**src/rtl/muldiv_pkg.sv**
```systemverilog
// Shared types and constants for the iterative RV32M multiply/divide unit.
// Covers operation decode, FSM states, iteration count and special-case results.
package muldiv_pkg;

  typedef enum logic [2:0] {
    OpMul    = 3'b000,
    OpMulh   = 3'b001,
    OpMulhsu = 3'b010,
    OpMulhu  = 3'b011,
    OpDiv    = 3'b100,
    OpDivu   = 3'b101,
    OpRem    = 3'b110,
    OpRemu   = 3'b111
  } op_e;

  typedef enum logic [1:0] {
    StIdle = 2'd0,
    StCalc = 2'd1,
    StDone = 2'd2
  } state_e;

  localparam int unsigned ITERATIONS = 32;
  localparam int unsigned CNT_WIDTH  = $clog2(ITERATIONS);

  localparam logic [31:0] DIV_ZERO_QUOTIENT  = 32'hFFFF_FFFF;
  localparam logic [31:0] OVERFLOW_QUOTIENT  = 32'h8000_0000;
  localparam logic [31:0] OVERFLOW_REMAINDER = 32'h0000_0000;

  function automatic logic is_signed_a(input op_e op);
    return (op == OpMulh) || (op == OpMulhsu) || (op == OpDiv) || (op == OpRem);
  endfunction

  function automatic logic is_signed_b(input op_e op);
    return (op == OpMulh) || (op == OpDiv) || (op == OpRem);
  endfunction

  function automatic logic is_div_op(input op_e op);
    return (op == OpDiv) || (op == OpDivu) || (op == OpRem) || (op == OpRemu);
  endfunction

  function automatic logic is_rem_op(input op_e op);
    return (op == OpRem) || (op == OpRemu);
  endfunction

endpackage

```
**src/rtl/muldiv_step.sv**
```systemverilog
// One combinational iteration on the shared 2W-bit accumulator: shift-add for
// multiply, restoring compare-subtract-shift for divide.
module muldiv_step #(
  parameter int unsigned WORD_WIDTH = 32
) (
  input  logic                    is_div_i,
  input  logic [2*WORD_WIDTH-1:0] acc_i,
  input  logic [WORD_WIDTH-1:0]   operand_i,
  output logic [2*WORD_WIDTH-1:0] acc_o
);

  localparam int unsigned W = WORD_WIDTH;

  logic [W:0] mul_sum;
  logic [W:0] div_shift;
  logic [W:0] div_diff;

  always_comb begin
    // Multiply: low half holds the remaining multiplier bits, high half the partial sum.
    mul_sum   = {1'b0, acc_i[2*W-1:W]} + (acc_i[0] ? {1'b0, operand_i} : '0);
    // Divide: high half is the partial remainder, low half shifts the dividend out
    // and the quotient bits in.
    div_shift = {acc_i[2*W-1:W], acc_i[W-1]};
    div_diff  = div_shift - {1'b0, operand_i};

    if (!is_div_i) begin
      acc_o = {mul_sum, acc_i[W-1:1]};
    end else if (!div_diff[W]) begin
      acc_o = {div_diff[W-1:0], acc_i[W-2:0], 1'b1};
    end else begin
      acc_o = {div_shift[W-1:0], acc_i[W-2:0], 1'b0};
    end
  end

endmodule

```
**src/rtl/muldiv_unit.sv**
```systemverilog
// Iterative RV32M multiply/divide unit writing its result to a register-file port.
// Operates on operand magnitudes and applies the sign correction on completion.
module muldiv_unit
  import muldiv_pkg::*;
#(
  parameter int unsigned WORD_WIDTH    = 32,
  parameter int unsigned ADDRESS_WIDTH = 5
) (
  input  logic                     clk,
  input  logic                     rst,
  input  logic                     start,
  input  logic [2:0]               op,
  input  logic [WORD_WIDTH-1:0]    rs1_val,
  input  logic [WORD_WIDTH-1:0]    rs2_val,
  input  logic [ADDRESS_WIDTH-1:0] rd_addr,
  output logic                     busy,
  output logic                     done,
  output logic [WORD_WIDTH-1:0]    wd,
  output logic [ADDRESS_WIDTH-1:0] wa,
  output logic                     wen
);

  localparam int unsigned W = WORD_WIDTH;

  state_e                   state_q, state_d;
  logic [CNT_WIDTH-1:0]     cnt_q, cnt_d;
  op_e                      op_q, op_d;
  logic [W-1:0]             opnd_q, opnd_d;
  logic [2*W-1:0]           acc_q, acc_d;
  logic                     neg_q, neg_d;
  logic                     special_q, special_d;
  logic [W-1:0]             wd_q, wd_d;
  logic [ADDRESS_WIDTH-1:0] wa_q, wa_d;

  op_e          op_in;
  logic         sign_a, sign_b;
  logic [W-1:0] mag_a, mag_b;
  logic         div_zero, overflow;
  logic [W-1:0] special_res;

  always_comb begin
    op_in       = op_e'(op);
    sign_a      = is_signed_a(op_in) & rs1_val[W-1];
    sign_b      = is_signed_b(op_in) & rs2_val[W-1];
    mag_a       = sign_a ? (~rs1_val + 1'b1) : rs1_val;
    mag_b       = sign_b ? (~rs2_val + 1'b1) : rs2_val;
    div_zero    = is_div_op(op_in) && (rs2_val == '0);
    overflow    = ((op_in == OpDiv) || (op_in == OpRem)) &&
                  (rs1_val == OVERFLOW_QUOTIENT) && (rs2_val == '1);
    special_res = OVERFLOW_QUOTIENT;
    if (div_zero) begin
      special_res = is_rem_op(op_in) ? rs1_val : DIV_ZERO_QUOTIENT;
    end else if (is_rem_op(op_in)) begin
      special_res = OVERFLOW_REMAINDER;
    end
  end

  logic [2*W-1:0] step_acc;

  muldiv_step #(
    .WORD_WIDTH(W)
  ) u_step (
    .is_div_i (is_div_op(op_q)),
    .acc_i    (acc_q),
    .operand_i(opnd_q),
    .acc_o    (step_acc)
  );

  // Result of the final iteration, sign-corrected, ready to be captured into wd.
  logic [2*W-1:0] prod;
  logic [W-1:0]   div_raw;
  logic [W-1:0]   result;

  always_comb begin
    prod    = neg_q ? (~step_acc + 1'b1) : step_acc;
    div_raw = is_rem_op(op_q) ? step_acc[2*W-1:W] : step_acc[W-1:0];
    if (is_div_op(op_q)) begin
      result = neg_q ? (~div_raw + 1'b1) : div_raw;
    end else if (op_q == OpMul) begin
      result = prod[W-1:0];
    end else begin
      result = prod[2*W-1:W];
    end
  end

  always_comb begin
    state_d   = state_q;
    cnt_d     = cnt_q;
    op_d      = op_q;
    opnd_d    = opnd_q;
    acc_d     = acc_q;
    neg_d     = neg_q;
    special_d = special_q;
    wd_d      = wd_q;
    wa_d      = wa_q;

    unique case (state_q)
      StIdle: begin
        if (start) begin
          state_d   = StCalc;
          cnt_d     = '0;
          op_d      = op_in;
          wa_d      = rd_addr;
          neg_d     = (op_in == OpRem) ? sign_a : (sign_a ^ sign_b);
          special_d = div_zero | overflow;
          opnd_d    = is_div_op(op_in) ? mag_b : mag_a;
          if (div_zero | overflow) begin
            acc_d = {{W{1'b0}}, special_res};
          end else begin
            acc_d = {{W{1'b0}}, (is_div_op(op_in) ? mag_a : mag_b)};
          end
        end
      end
      StCalc: begin
        if (special_q) begin
          state_d = StDone;
          wd_d    = acc_q[W-1:0];
        end else begin
          acc_d = step_acc;
          cnt_d = cnt_q + 1'b1;
          if (cnt_q == CNT_WIDTH'(ITERATIONS - 1)) begin
            state_d = StDone;
            wd_d    = result;
          end
        end
      end
      StDone: begin
        state_d   = StIdle;
        special_d = 1'b0;
      end
      default: state_d = StIdle;
    endcase
  end

  always_ff @(posedge clk or posedge rst) begin
    if (rst) begin
      state_q   <= StIdle;
      cnt_q     <= '0;
      op_q      <= OpMul;
      opnd_q    <= '0;
      acc_q     <= '0;
      neg_q     <= 1'b0;
      special_q <= 1'b0;
      wd_q      <= '0;
      wa_q      <= '0;
    end else begin
      state_q   <= state_d;
      cnt_q     <= cnt_d;
      op_q      <= op_d;
      opnd_q    <= opnd_d;
      acc_q     <= acc_d;
      neg_q     <= neg_d;
      special_q <= special_d;
      wd_q      <= wd_d;
      wa_q      <= wa_d;
    end
  end

  assign busy = (state_q != StIdle);
  assign done = (state_q == StDone);
  assign wd   = wd_q;
  assign wa   = wa_q;
  assign wen  = done && (wa_q != '0);

endmodule
```
**config.mk**
```make
export PLATFORM = sky130hd
export DESIGN_NAME = muldiv_unit
export DESIGN_NICKNAME = d
export VERILOG_FILES = /design/src/rtl/muldiv_pkg.sv /design/src/rtl/muldiv_step.sv /design/src/rtl/muldiv_unit.sv
export SDC_FILE = /design/constraint.sdc
export NUM_CORES = 1
export LEC_CHECK = 0
export CAP_MARGIN = 20
export CELL_PAD_IN_SITES_DETAIL_PLACEMENT = 1
export CELL_PAD_IN_SITES_GLOBAL_PLACEMENT = 2
export CORE_MARGIN = 4
export CORE_UTILIZATION = 32
export DETAILED_ROUTE_END_ITERATION = 8
export PLACE_DENSITY = 0.85
export SYNTH_ARGS = -nofsm -noshare
export SYNTH_HDL_FRONTEND = slang
export SYNTH_SLANG_ARGS = --single-unit
```
**constraint.sdc**
```tcl
create_clock -name clk -period 6.7 [get_ports clk]
set_clock_uncertainty 0.2 [all_clocks]
set_input_delay 1.34 -clock clk [delete_from_list [all_inputs] [get_ports clk]]
set_output_delay 1.34 -clock clk [all_outputs]
set_load 0.03 [all_outputs]
```
==> results.tsv, run 1 <==
stage	metric	value	unit
run_status	outcome	finished, final reports clean	
yosys	Synthesized Nets	2623	
worst_setup_path	crit path max-delay cell type	or4_1	
worst_setup_path	CP top delay family	simple AND/OR/NAND/NOR gates	
grt	first-pass GRT wire length	135800	um
clock_tree	Post-CTS Setup Bufs	0	
final_layout	# fillers	6833	
detailed_routing	Via density	6.276	
worst_setup_path	data arrival time of the worst path	6.55	ns
detailed_routing	final WL	92790	um
yosys	Primary FF master, synth	dfrtp_1	
detailed_routing	vias	20570	
timing	Slew Viols, Final	0	
worst_setup_path	FF-to-FF path depth	24	
floorplan	num ports	115	
worst_setup_path	Setup crit end kind	flop	
timing	worst slew pin tran	1.143	ns
detailed_routing	remaining antenna violation count after routing	0	
grt	initial antenna violation count	6	
worst_hold_path	hold_sp	wd[1]	
clock_tree	clk buf depth	2	
timing	Peak Freq	156.8	MHz
grt	Total GRT Usage	0.3037	
worst_setup_path	crit path max fanout	6	
yosys	Post-synth EDFFs	0	
detailed_routing	routed len/inst	28.31	um
placement	GP Congestion	1.013	
final_layout	Net count, final	2663	
yosys	FFs w/ async S/R, synth	1.000	
floorplan	Die H	243.6	um
placement	PortBufs	114	
yosys	Avg Cell Area, Syn	7.175	um^2
grt	largest net degree at the start of global routing	96	
grt	vias in the first global route	20620	
yosys	post-synthesis cell count	2475	
floorplan	Die W	243.6	um
detailed_routing	DRC viols	0	
worst_hold_path	hold path cells	1	
yosys	distinct cell type count after synthesis	100	
timing	final setup vio count	0	
clock_tree	Sink Count	145	
timing	Final Critical Period	6.378	ns
floorplan	Die ar.	59320	um^2
detailed_routing	initial drt markers	2062	
final_layout	area delta synth->final	14.44	%
floorplan	# rows	86	
worst_setup_path	Worst Path Buf+Inv	2	
detailed_routing	1st-pass router iterations	5	
yosys	#FFs+latches synth	145	
worst_setup_path	R2R Path Start	acc_q[31]	
yosys	Synth area leaders	dfrtp_1 (20%), a21oi_1 (7.1%), o21ai_0 (6.7%), nand2_1 (6.5%), ha_1 (5.0%)	
worst_setup_path	RR Endpoint	wd[28]	
grt	grt ovf	0	
yosys	Synth area leader	dfrtp_1	
final_layout	register area	3633	um^2
worst_setup_path	critical path launch point type	flop	
floorplan	core area	54990	um^2
timing	Slew headroom	0.2303	
clock_tree	clk_lat worst skew	0.51	ns
clock_tree	CTS buffer count	17	
placement	HPWL after DPL	72350	um
worst_setup_path	Required @ worst endpoint	6.87	ns
clock_tree	Root Driver	clkbuf_16	
worst_hold_path	min-delay worst type	flop to flop	
clock_tree	TritonCTS clock tree	yes	
final_layout	footprint of the multi-input gates	13230	um^2
final_layout	share of cells above drive strength 1	0.07674	
yosys	area share of the largest cell type after synthesis	0.2043	
timing	setup TNS	0	ns
floorplan	Initial Util	0.3229	
yosys	area of the mapped netlist	17760	um^2
yosys	post-synthesis sequential area ratio	0.2043	
worst_hold_path	WHS Endpoint	wd[1]	
worst_setup_path	critical path's largest stage delay	0.59	ns
clock_tree	H-tree levels	4	
yosys	warning count from the yosys run	0	
timing	RSZ-0062 raised after global routing	no	
timing	Fin. Hold Viols	0	
run	# Max-Cap Violations	0	
timing	fin crit share	0.9519	
worst_setup_path	Setup Crit Path Kind	flop to flop	
worst_setup_path	crit-path cells	inv_1, ha_1, inv_1, fa_1, a211oi_1, or3_4, a211o_1, a21o_2, nand3_2, nand2_1, nor2_1, a21oi_1, ha_1, o211ai_1, or3_1, or4_1, nor4_4, nand2_1, nor3b_1, nand4_1, o31ai_2, xor2_1, a221oi_1, a21oi_1	
worst_setup_path	flop2flop setup slack	0.32	ns
clock_tree	Worst-path clk slew	0.08	ns
cell type report:
type                            count  share of cell area
Sequential cell                   145              0.1788
Antenna cell                        1           0.0001231
Clock inverter                     12            0.005603
Clock buffer                       20             0.02247
Tap cell                          748             0.04605
Timing Repair Buffer              189             0.08410
Multi-Input combinational cell   2099              0.6510
Inverter                           63             0.01188
registers in the layout (all words and copies together), names as in the netlist:
register / flops
state_q: 2
special_q: 1
opnd_q: 32
acc_q: 64
wd: 32
op_q: 3
wa: 5
neg_q: 1
cnt_q: 5
through the flow:
step	area, um^2	hold slack, ns	utilization	instances	setup slack, ns
after global routing	20320	0.3070	0.3695	3276	0.01200
after floorplan	17760	0.2453	-	2475	0.4402
final	20320	0.2858	0.3696	3277	0.3222
after CTS	20290	0.2894	0.3691	3276	0.05977
after detailed placement	19720	0.2718	0.3587	3244	0.09941
after global placement	19710	0.2632	0.3585	3242	0.3458
repair_timing:
item | in CTS | in global routing
endpoints found under the setup margin | 0 | 12
hold buffers | 0 | 0
resized for setup | 0 | 5
worst max path at each step:
| stage | start | slack, ns | cells after the start | endpoint |
|---|---|---|---|---|
| after floorplan | acc_q[40] | 0.44 | 25 | wd[26] |
| after global placement | acc_q[31] | 0.35 | 24 | wd[28] |
| after detailed placement | acc_q[40] | 0.1 | 21 | wd[28] |
| after CTS | acc_q[40] | 0.06 | 21 | wd[28] |
| after global routing | acc_q[40] | 0.01 | 21 | wd[28] |
| final | acc_q[31] | 0.32 | 24 | wd[28] |
per-layer routing:
layer / vias up / routed length (um) / global-route usage
met1: 10180 / 38740 / 0.3896
met2: 972 / 40330 / 0.4721
met4: 2 / 7079 / 0.1961
li1: 9156 / - / -
met5: - / 10 / 0
met3: 260 / 6621 / 0.05217
cell families after synthesis:
kind of cell | synth area share
AND/OR/NAND/NOR | 0.2533
adder cells (fa/ha/maj) | 0.05228
multiplexers | 0.03685
flip-flops | 0.2043
AO/OA/AOI/OAI | 0.3111
XOR/XNOR | 0.08878
buffers and inverters | 0.05334
synth_stat cells, types with 14 or more instances:
| cell | count |
|---|---|
| a211oi_1 | 27 |
| a21o_1 | 37 |
| a21oi_1 | 251 |
| a221oi_1 | 15 |
| a22o_1 | 18 |
| a31oi_1 | 27 |
| and2_1 | 56 |
| and3_1 | 26 |
| buf_2 | 18 |
| clkbuf_1 | 129 |
| dfrtp_1 | 145 |
| ha_1 | 71 |
| inv_1 | 62 |
| mux2_2 | 19 |
| mux2i_1 | 44 |
| nand2_1 | 308 |
| nand3_1 | 59 |
| nand4_1 | 36 |
| nor2_1 | 207 |
| nor2b_1 | 14 |
| nor3_1 | 71 |
| nor4_1 | 25 |
| o211ai_1 | 34 |
| o21a_1 | 20 |
| o21ai_0 | 237 |
| o31ai_1 | 30 |
| or3_1 | 38 |
| xnor2_1 | 95 |
| xor2_1 | 85 |
cells in the final DEF (no fill, tap or decap), types with 19 or more instances in the layout:
cell type and n:
mux2i_1 44, o21a_1 20, ha_1 70, nand2_1 307
o31ai_1 29, nor3_1 71, nand3_1 59, a21o_1 37
dfrtp_1 143, clkdlybuf4s50_1 113, xor2_1 85, nor4_1 24
xnor2_1 95, mux2_2 19, nor2_1 206, a21oi_1 250
a211oi_1 27, and2_1 56, o21ai_0 236, o211ai_1 34
a31oi_1 27, nand4_1 36, or3_1 38, inv_1 61
and3_1 26, buf_4 73
Power of run 1 is left out: the tool's default activity adds up to more than one toggle a clock period on the data nets, which glitch-free logic cannot reach.
==> run 2, diff against run 1 <==
--- a/config.mk
+++ b/config.mk
@@ -12,6 +12,7 @@
 export CORE_UTILIZATION = 32
 export DETAILED_ROUTE_END_ITERATION = 8
 export PLACE_DENSITY = 0.85
+export SLEW_MARGIN = 40
 export SYNTH_ARGS = -nofsm -noshare
 export SYNTH_HDL_FRONTEND = slang
 export SYNTH_SLANG_ARGS = --single-unit
==> run 2 against run 1 <==
Clock-buffer cell count is the same. First-iteration DRC count shrank 2.8%. Non-clock buffer count is the same. Via count shrank 0.11%. Global-route usage shrank 0.21 points. Cell area grew 0.12%.
==> results.tsv, run 2 (synthesis gave the netlist of run 1 again) <==
stage	metric	value	unit	change
worst_setup_path	data arrival time of the worst path	6.50	ns	-0.05 ns
clock_tree	H-tree levels	4		unchanged
timing	fin crit share	0.9443		-0.007579
final_layout	most frequent cells in the layout	nand2_1 (307), a21oi_1 (251), o21ai_0 (235), nor2_1 (205), dfrtp_1 (143)		
timing	Peak Freq	158.1	MHz	+0.80%
grt	grt ovf	0		unchanged
worst_setup_path	Setup crit end kind	flop		
clock_tree	TritonCTS clock tree	yes		
worst_setup_path	FF-to-FF path depth	21		-13%
clock_tree	CTS buffer count	17		unchanged
worst_setup_path	flop2flop setup slack	0.37	ns	+0.05 ns
clock_tree	clk_lat worst skew	0.50	ns	about the same
grt	first-pass GRT wire length	135200	um	-0.48%
placement	GP Congestion	1.013		unchanged
worst_setup_path	R2R Path Start	acc_q[40]		
clock_tree	CTS Hold Bufs	0		unchanged
clock_tree	clk buf depth	2		unchanged
worst_setup_path	RR Endpoint	wd[18]		
clock_tree	Worst-path clk slew	0.08	ns	about the same
detailed_routing	routed len/inst	28.13	um	-0.66%
worst_hold_path	WHS Endpoint	wd[1]		
detailed_routing	vias	20540		-0.11%
worst_hold_path	min-delay worst type	flop to flop		
timing	worst slew pin tran	1.004	ns	-0.1387 ns
run_status	outcome	finished, final reports clean		
grt	initial antenna violation count	4		-2
timing	Final Critical Period	6.327	ns	-0.05078 ns
timing	Fin. Hold Viols	0		unchanged
worst_setup_path	Setup Crit Path Kind	flop to flop		
final_layout	commonest non-fill, non-tap cell in the layout	nand2_1		
clock_tree	Sink Count	145		unchanged
detailed_routing	final WL	92150	um	-0.69%
final_layout	Largest Register	acc_q		
floorplan	core area	54990	um^2	unchanged
final_layout	share of cells above drive strength 1	0.07872		+0.001978
timing	Hold Worst Slack	0.2860	ns	+0.0002440 ns
floorplan	Die ar.	59320	um^2	unchanged
placement	PortBufs	114		unchanged
floorplan	Initial Util	0.3229		unchanged
final_layout	Largest register FFs	64		unchanged
placement	HPWL after DPL	72280	um	about the same
run	# Max-Cap Violations	0		unchanged
floorplan	Die H	243.6	um	unchanged
worst_setup_path	critical path launch point type	flop		
detailed_routing	initial drt markers	2004		-2.8%
timing	RSZ-0062 raised after global routing	no		
detailed_routing	remaining antenna violation count after routing	0		unchanged
timing	Slew Viols, Final	0		unchanged
timing	Slew headroom	0.3267		+0.09645
worst_hold_path	hold path cells	1		unchanged
placement	post-place setup slack	0.1274	ns	+0.02802 ns
grt	Total GRT Usage	0.3015		-0.002125
clock_tree	Root Driver	clkbuf_16		
final_layout	Net count, final	2663		unchanged
timing	Setup WS post-layout	0.3730	ns	+0.05078 ns
timing	final setup vio count	0		unchanged
final_layout	diode count	0		-1
floorplan	# rows	86		unchanged
floorplan	Die W	243.6	um	unchanged
worst_hold_path	hold_sp	wd[1]		
floorplan	num ports	115		unchanged
worst_setup_path	crit path max fanout	20		+14
final_layout	area delta synth->final	14.59	%	
grt	largest net degree at the start of global routing	96		unchanged
detailed_routing	DRC viols	0		unchanged
grt	vias in the first global route	20550		-0.35%
detailed_routing	1st-pass router iterations	5		unchanged
timing	setup TNS	0	ns	unchanged
worst_setup_path	Required @ worst endpoint	6.87	ns	about the same
detailed_routing	Via density	6.271		about the same
run 2: repair_timing:
| action | CTS | global route |
|---|---|---|
| setup endpoints to repair | 0 | 12 |
| gates resized for setup | 0 | 4 |
| buffers inserted | 0 | 2 |
| hold endpoints to repair | 0 | 0 |
run 2: per-layer routing:
layer / vias to the layer above / wire length, um / GRT usage
met3: 258 / 6555 / 0.05041
met2: 927 / 40260 / 0.4682
li1: 9156 / - / -
met1: 10200 / 38400 / 0.3891
met5: - / 13 / 0
met4: 2 / 6922 / 0.1926
run 2: worst max path at each step:
stage	start	endpoint	slack (ns)	cells past startpoint
finish	acc_q[40]	wd[18]	0.37	21
global placement	acc_q[31]	wd[28]	0.35	24
CTS	acc_q[40]	wd[28]	0.07	21
floorplan	acc_q[40]	wd[26]	0.44	25
detailed placement	acc_q[40]	wd[28]	0.13	21
global route	acc_q[31]	wd[26]	0.006	26
run 2: area by class of cell:
| class | count | area, um^2 |
|---|---|---|
| multi-input cells | 2099 | 13250 |
| inverters | 63 | 241.5 |
| well taps | 748 | 935.9 |
| repair buffers | 189 | 1719 |
| fillers | 6871 | 34640 |
| clock inverters | 12 | 111.4 |
| clock buffers | 20 | 456.7 |
| flip-flops and latches | 145 | 3633 |
run 2: critical path: stages (launching register included):
cell and delay, ns:
dfrtp_1 0.48, ha_2 0.47, nand4_2 0.13, or3_4 0.43, a211o_1 0.38, a21o_2 0.26, buf_4 0.20, a21oi_4 0.61
nor2_4 0.09, mux2i_1 0.23, nand2_1 0.07, o21ai_0 0.15, ha_1 0.22, nor2b_1 0.14, o311ai_0 0.19, buf_4 0.22
nor3b_1 0.51, nand2_1 0.27, o31ai_1 0.37, xor2_1 0.11, a221oi_1 0.32, a21oi_1 0.13
run 2: through the flow:
| step | instances | util | cell area [um^2] |
|---|---|---|---|
| global route | 3276 | 0.3700 | 20350 |
| finish | 3276 | 0.3700 | 20350 |
| floorplan | 2475 | - | 17760 |
| CTS | 3274 | 0.3692 | 20300 |
| global placement | 3242 | 0.3585 | 19710 |
| detailed placement | 3242 | 0.3588 | 19730 |
Power of run 2 is left out for the same reason.
==> run 3, diff against run 2 <==
--- a/config.mk
+++ b/config.mk
@@ -11,6 +11,7 @@
 export CORE_MARGIN = 4
 export CORE_UTILIZATION = 32
 export DETAILED_ROUTE_END_ITERATION = 8
+export GPL_ROUTABILITY_DRIVEN = 0
 export PLACE_DENSITY = 0.85
 export SLEW_MARGIN = 40
 export SYNTH_ARGS = -nofsm -noshare
==> run 3 against run 2 <==
Via count up 1.8%. Worst hold slack about the same. Critical path type unchanged. Non-clock buffer count down 3. Final cell count about the same. Sequential share of layout area about the same. Critical endpoint is now wd[26]. Die area unchanged. Global-route usage down 0.79 points. Maximum frequency about the same. Worst setup slack worse by 0.0033 ns. Utilization down 0.064 points. Register-to-register slack about the same.
==> results.tsv, run 3 (synthesis gave the netlist of run 1 again) <==
stage	metric	value	unit	change
worst_hold_path	min-delay worst type	flop to flop		
clock_tree	Root Driver	clkbuf_16		
timing	worst slew pin tran	0.8992	ns	-0.1047 ns
detailed_routing	initial drt markers	2453		+22%
final_layout	Final Non-Filler Cells	3274		-0.061%
grt	global-route met1 utilization	0.3772		-0.01192
clock_tree	H-tree levels	4		unchanged
final_layout	Net count, final	2660		-0.11%
timing	setup TNS	0	ns	unchanged
clock_tree	Sink Count	145		unchanged
worst_setup_path	crit path max fanout	5		-75%
grt	largest net degree at the start of global routing	87		-9.4%
floorplan	Die W	243.6	um	unchanged
detailed_routing	DRC viols	0		unchanged
timing	Slew Viols, Final	0		unchanged
final_layout	area delta synth->final	14.39	%	
grt	GR peak layer	met2		
detailed_routing	routed len/inst	27.54	um	-2.1%
detailed_routing	Via density	6.388		+1.9%
timing	Fin. Hold Viols	0		unchanged
worst_setup_path	Required @ worst endpoint	6.86	ns	about the same
final_layout	Largest register FFs	64		unchanged
timing	final setup vio count	0		unchanged
grt	M2 GR Usage	0.4550		-0.01313
floorplan	core area	54990	um^2	unchanged
run	# Max-Cap Violations	0		unchanged
floorplan	Die H	243.6	um	unchanged
grt	met3 Usage GRT	0.06130		+0.01090
final_layout	register area	3633	um^2	unchanged
timing	Slew headroom	0.3993		+0.07258
final_layout	Largest Register	acc_q		
floorplan	# rows	86		unchanged
placement	HPWL after DPL	70150	um	-2.9%
grt	Total GRT Usage	0.2937		-0.007877
clock_tree	CTS buffer count	17		unchanged
detailed_routing	vias	20910		+1.8%
final_layout	commonest non-fill, non-tap cell in the layout	nand2_1		
worst_setup_path	Setup Crit Path Kind	flop to flop		
placement	Placed Cells	3239		-0.093%
timing	Peak Freq	158.0	MHz	about the same
final_layout	final instance area	20310	um^2	-0.17%
clock_tree	Worst-path clk slew	0.08	ns	about the same
grt	first-pass GRT wire length	133600	um	-1.2%
worst_setup_path	critical path launch point type	flop		
detailed_routing	remaining antenna violation count after routing	0		unchanged
final_layout	Core Util, Final	0.3694		-0.0006370
worst_setup_path	Setup crit end kind	flop		
detailed_routing	1st-pass router iterations	6		+1
floorplan	Die ar.	59320	um^2	unchanged
grt	initial antenna violation count	9		+5
clock_tree	clk_lat worst skew	0.48	ns	-0.02 ns
final_layout	share of cells above drive strength 1	0.07881		+0.00009353
placement	Area after DPL	19700	um^2	-0.14%
final_layout	most frequent cells in the layout	nand2_1 (307), a21oi_1 (250), o21ai_0 (235), nor2_1 (205), dfrtp_1 (143)		
placement	PortBufs	114		unchanged
clock_tree	clk buf depth	2		unchanged
final_layout	footprint of the multi-input gates	13270	um^2	+0.13%
clock_tree	TritonCTS clock tree	yes		
floorplan	Initial Util	0.3229		unchanged
run_status	outcome	finished, final reports clean		
grt	grt ovf	0		unchanged
detailed_routing	final WL	90160	um	-2.2%
floorplan	num ports	115		unchanged
final_layout	# fillers	6861		-0.15%
timing	Final Critical Period	6.330	ns	+0.003250 ns
worst_setup_path	data arrival time of the worst path	6.49	ns	about the same
worst_setup_path	flop2flop setup slack	0.37	ns	about the same
grt	vias in the first global route	20890		+1.7%
timing	RSZ-0062 raised after global routing	no		
timing	fin crit share	0.9448		about the same
## run 3: cell type report
| type | instances | area share |
|---|---|---|
| antenna | 1 | 0.0001232 |
| clock buffer | 18 | 0.02162 |
| clock inverter | 14 | 0.005544 |
| inverter | 63 | 0.01201 |
| multi-input combinational | 2099 | 0.6531 |
| sequential | 145 | 0.1789 |
| tap | 748 | 0.04608 |
| timing repair buffer | 186 | 0.08260 |
## run 3: through the flow
step / hold slack (ns) / setup slack [ns]
floorplan: 0.2453 / 0.4402
global placement: 0.2673 / 0.5396
detailed placement: 0.2740 / 0.2439
CTS: 0.2911 / 0.2278
global route: 0.3182 / 0.09703
finish: 0.2861 / 0.3698
## run 3: critical path, cell delays in order (launching register included)
cell and delay [ns]:
dfrtp_1 0.42, inv_1 0.14, ha_1 0.18, inv_1 0.06, fa_1 0.44, a211oi_1 0.31, or3_4 0.21, a211o_1 0.25
a21o_2 0.19, nand3_2 0.09, nand2_1 0.17, nor2_1 0.06, a21oi_1 0.29, ha_1 0.27, o211ai_1 0.14, or3_1 0.42
or4_1 0.51, nor4_4 0.26, o211a_1 0.20, nand4b_1 0.10, nor4_1 0.20, buf_4 0.20, nand3_1 0.16, o21ai_0 0.28
xor2_1 0.10, a221oi_1 0.28, a21oi_1 0.08
## run 3: worst paths after layout
kind,from,endpoint,depth (start not counted)
setup / recovery,acc_q[31],wd[26],26
hold / removal,wd[4],wd[4],2
setup reg to reg,acc_q[31],wd[26],26
hold reg to reg,wd[4],wd[4],2
max in group asynchronous,rst,acc_q[36],3
min in group asynchronous,rst,opnd_q[20],2
## run 3: routing by layer
layer,share of wire,vias up
met1,0.41,10350
met2,0.43,1103
met3,0.088,305
li1,-,9144
met5,0.00068,-
met4,0.070,8
## run 3: what timing repair did
action	CTS	global route
endpoints found under the setup margin	0	10
hold buffers	0	0
setup buffers	0	1
gates resized for setup	0	2
Power of run 3 is left out for the same reason.
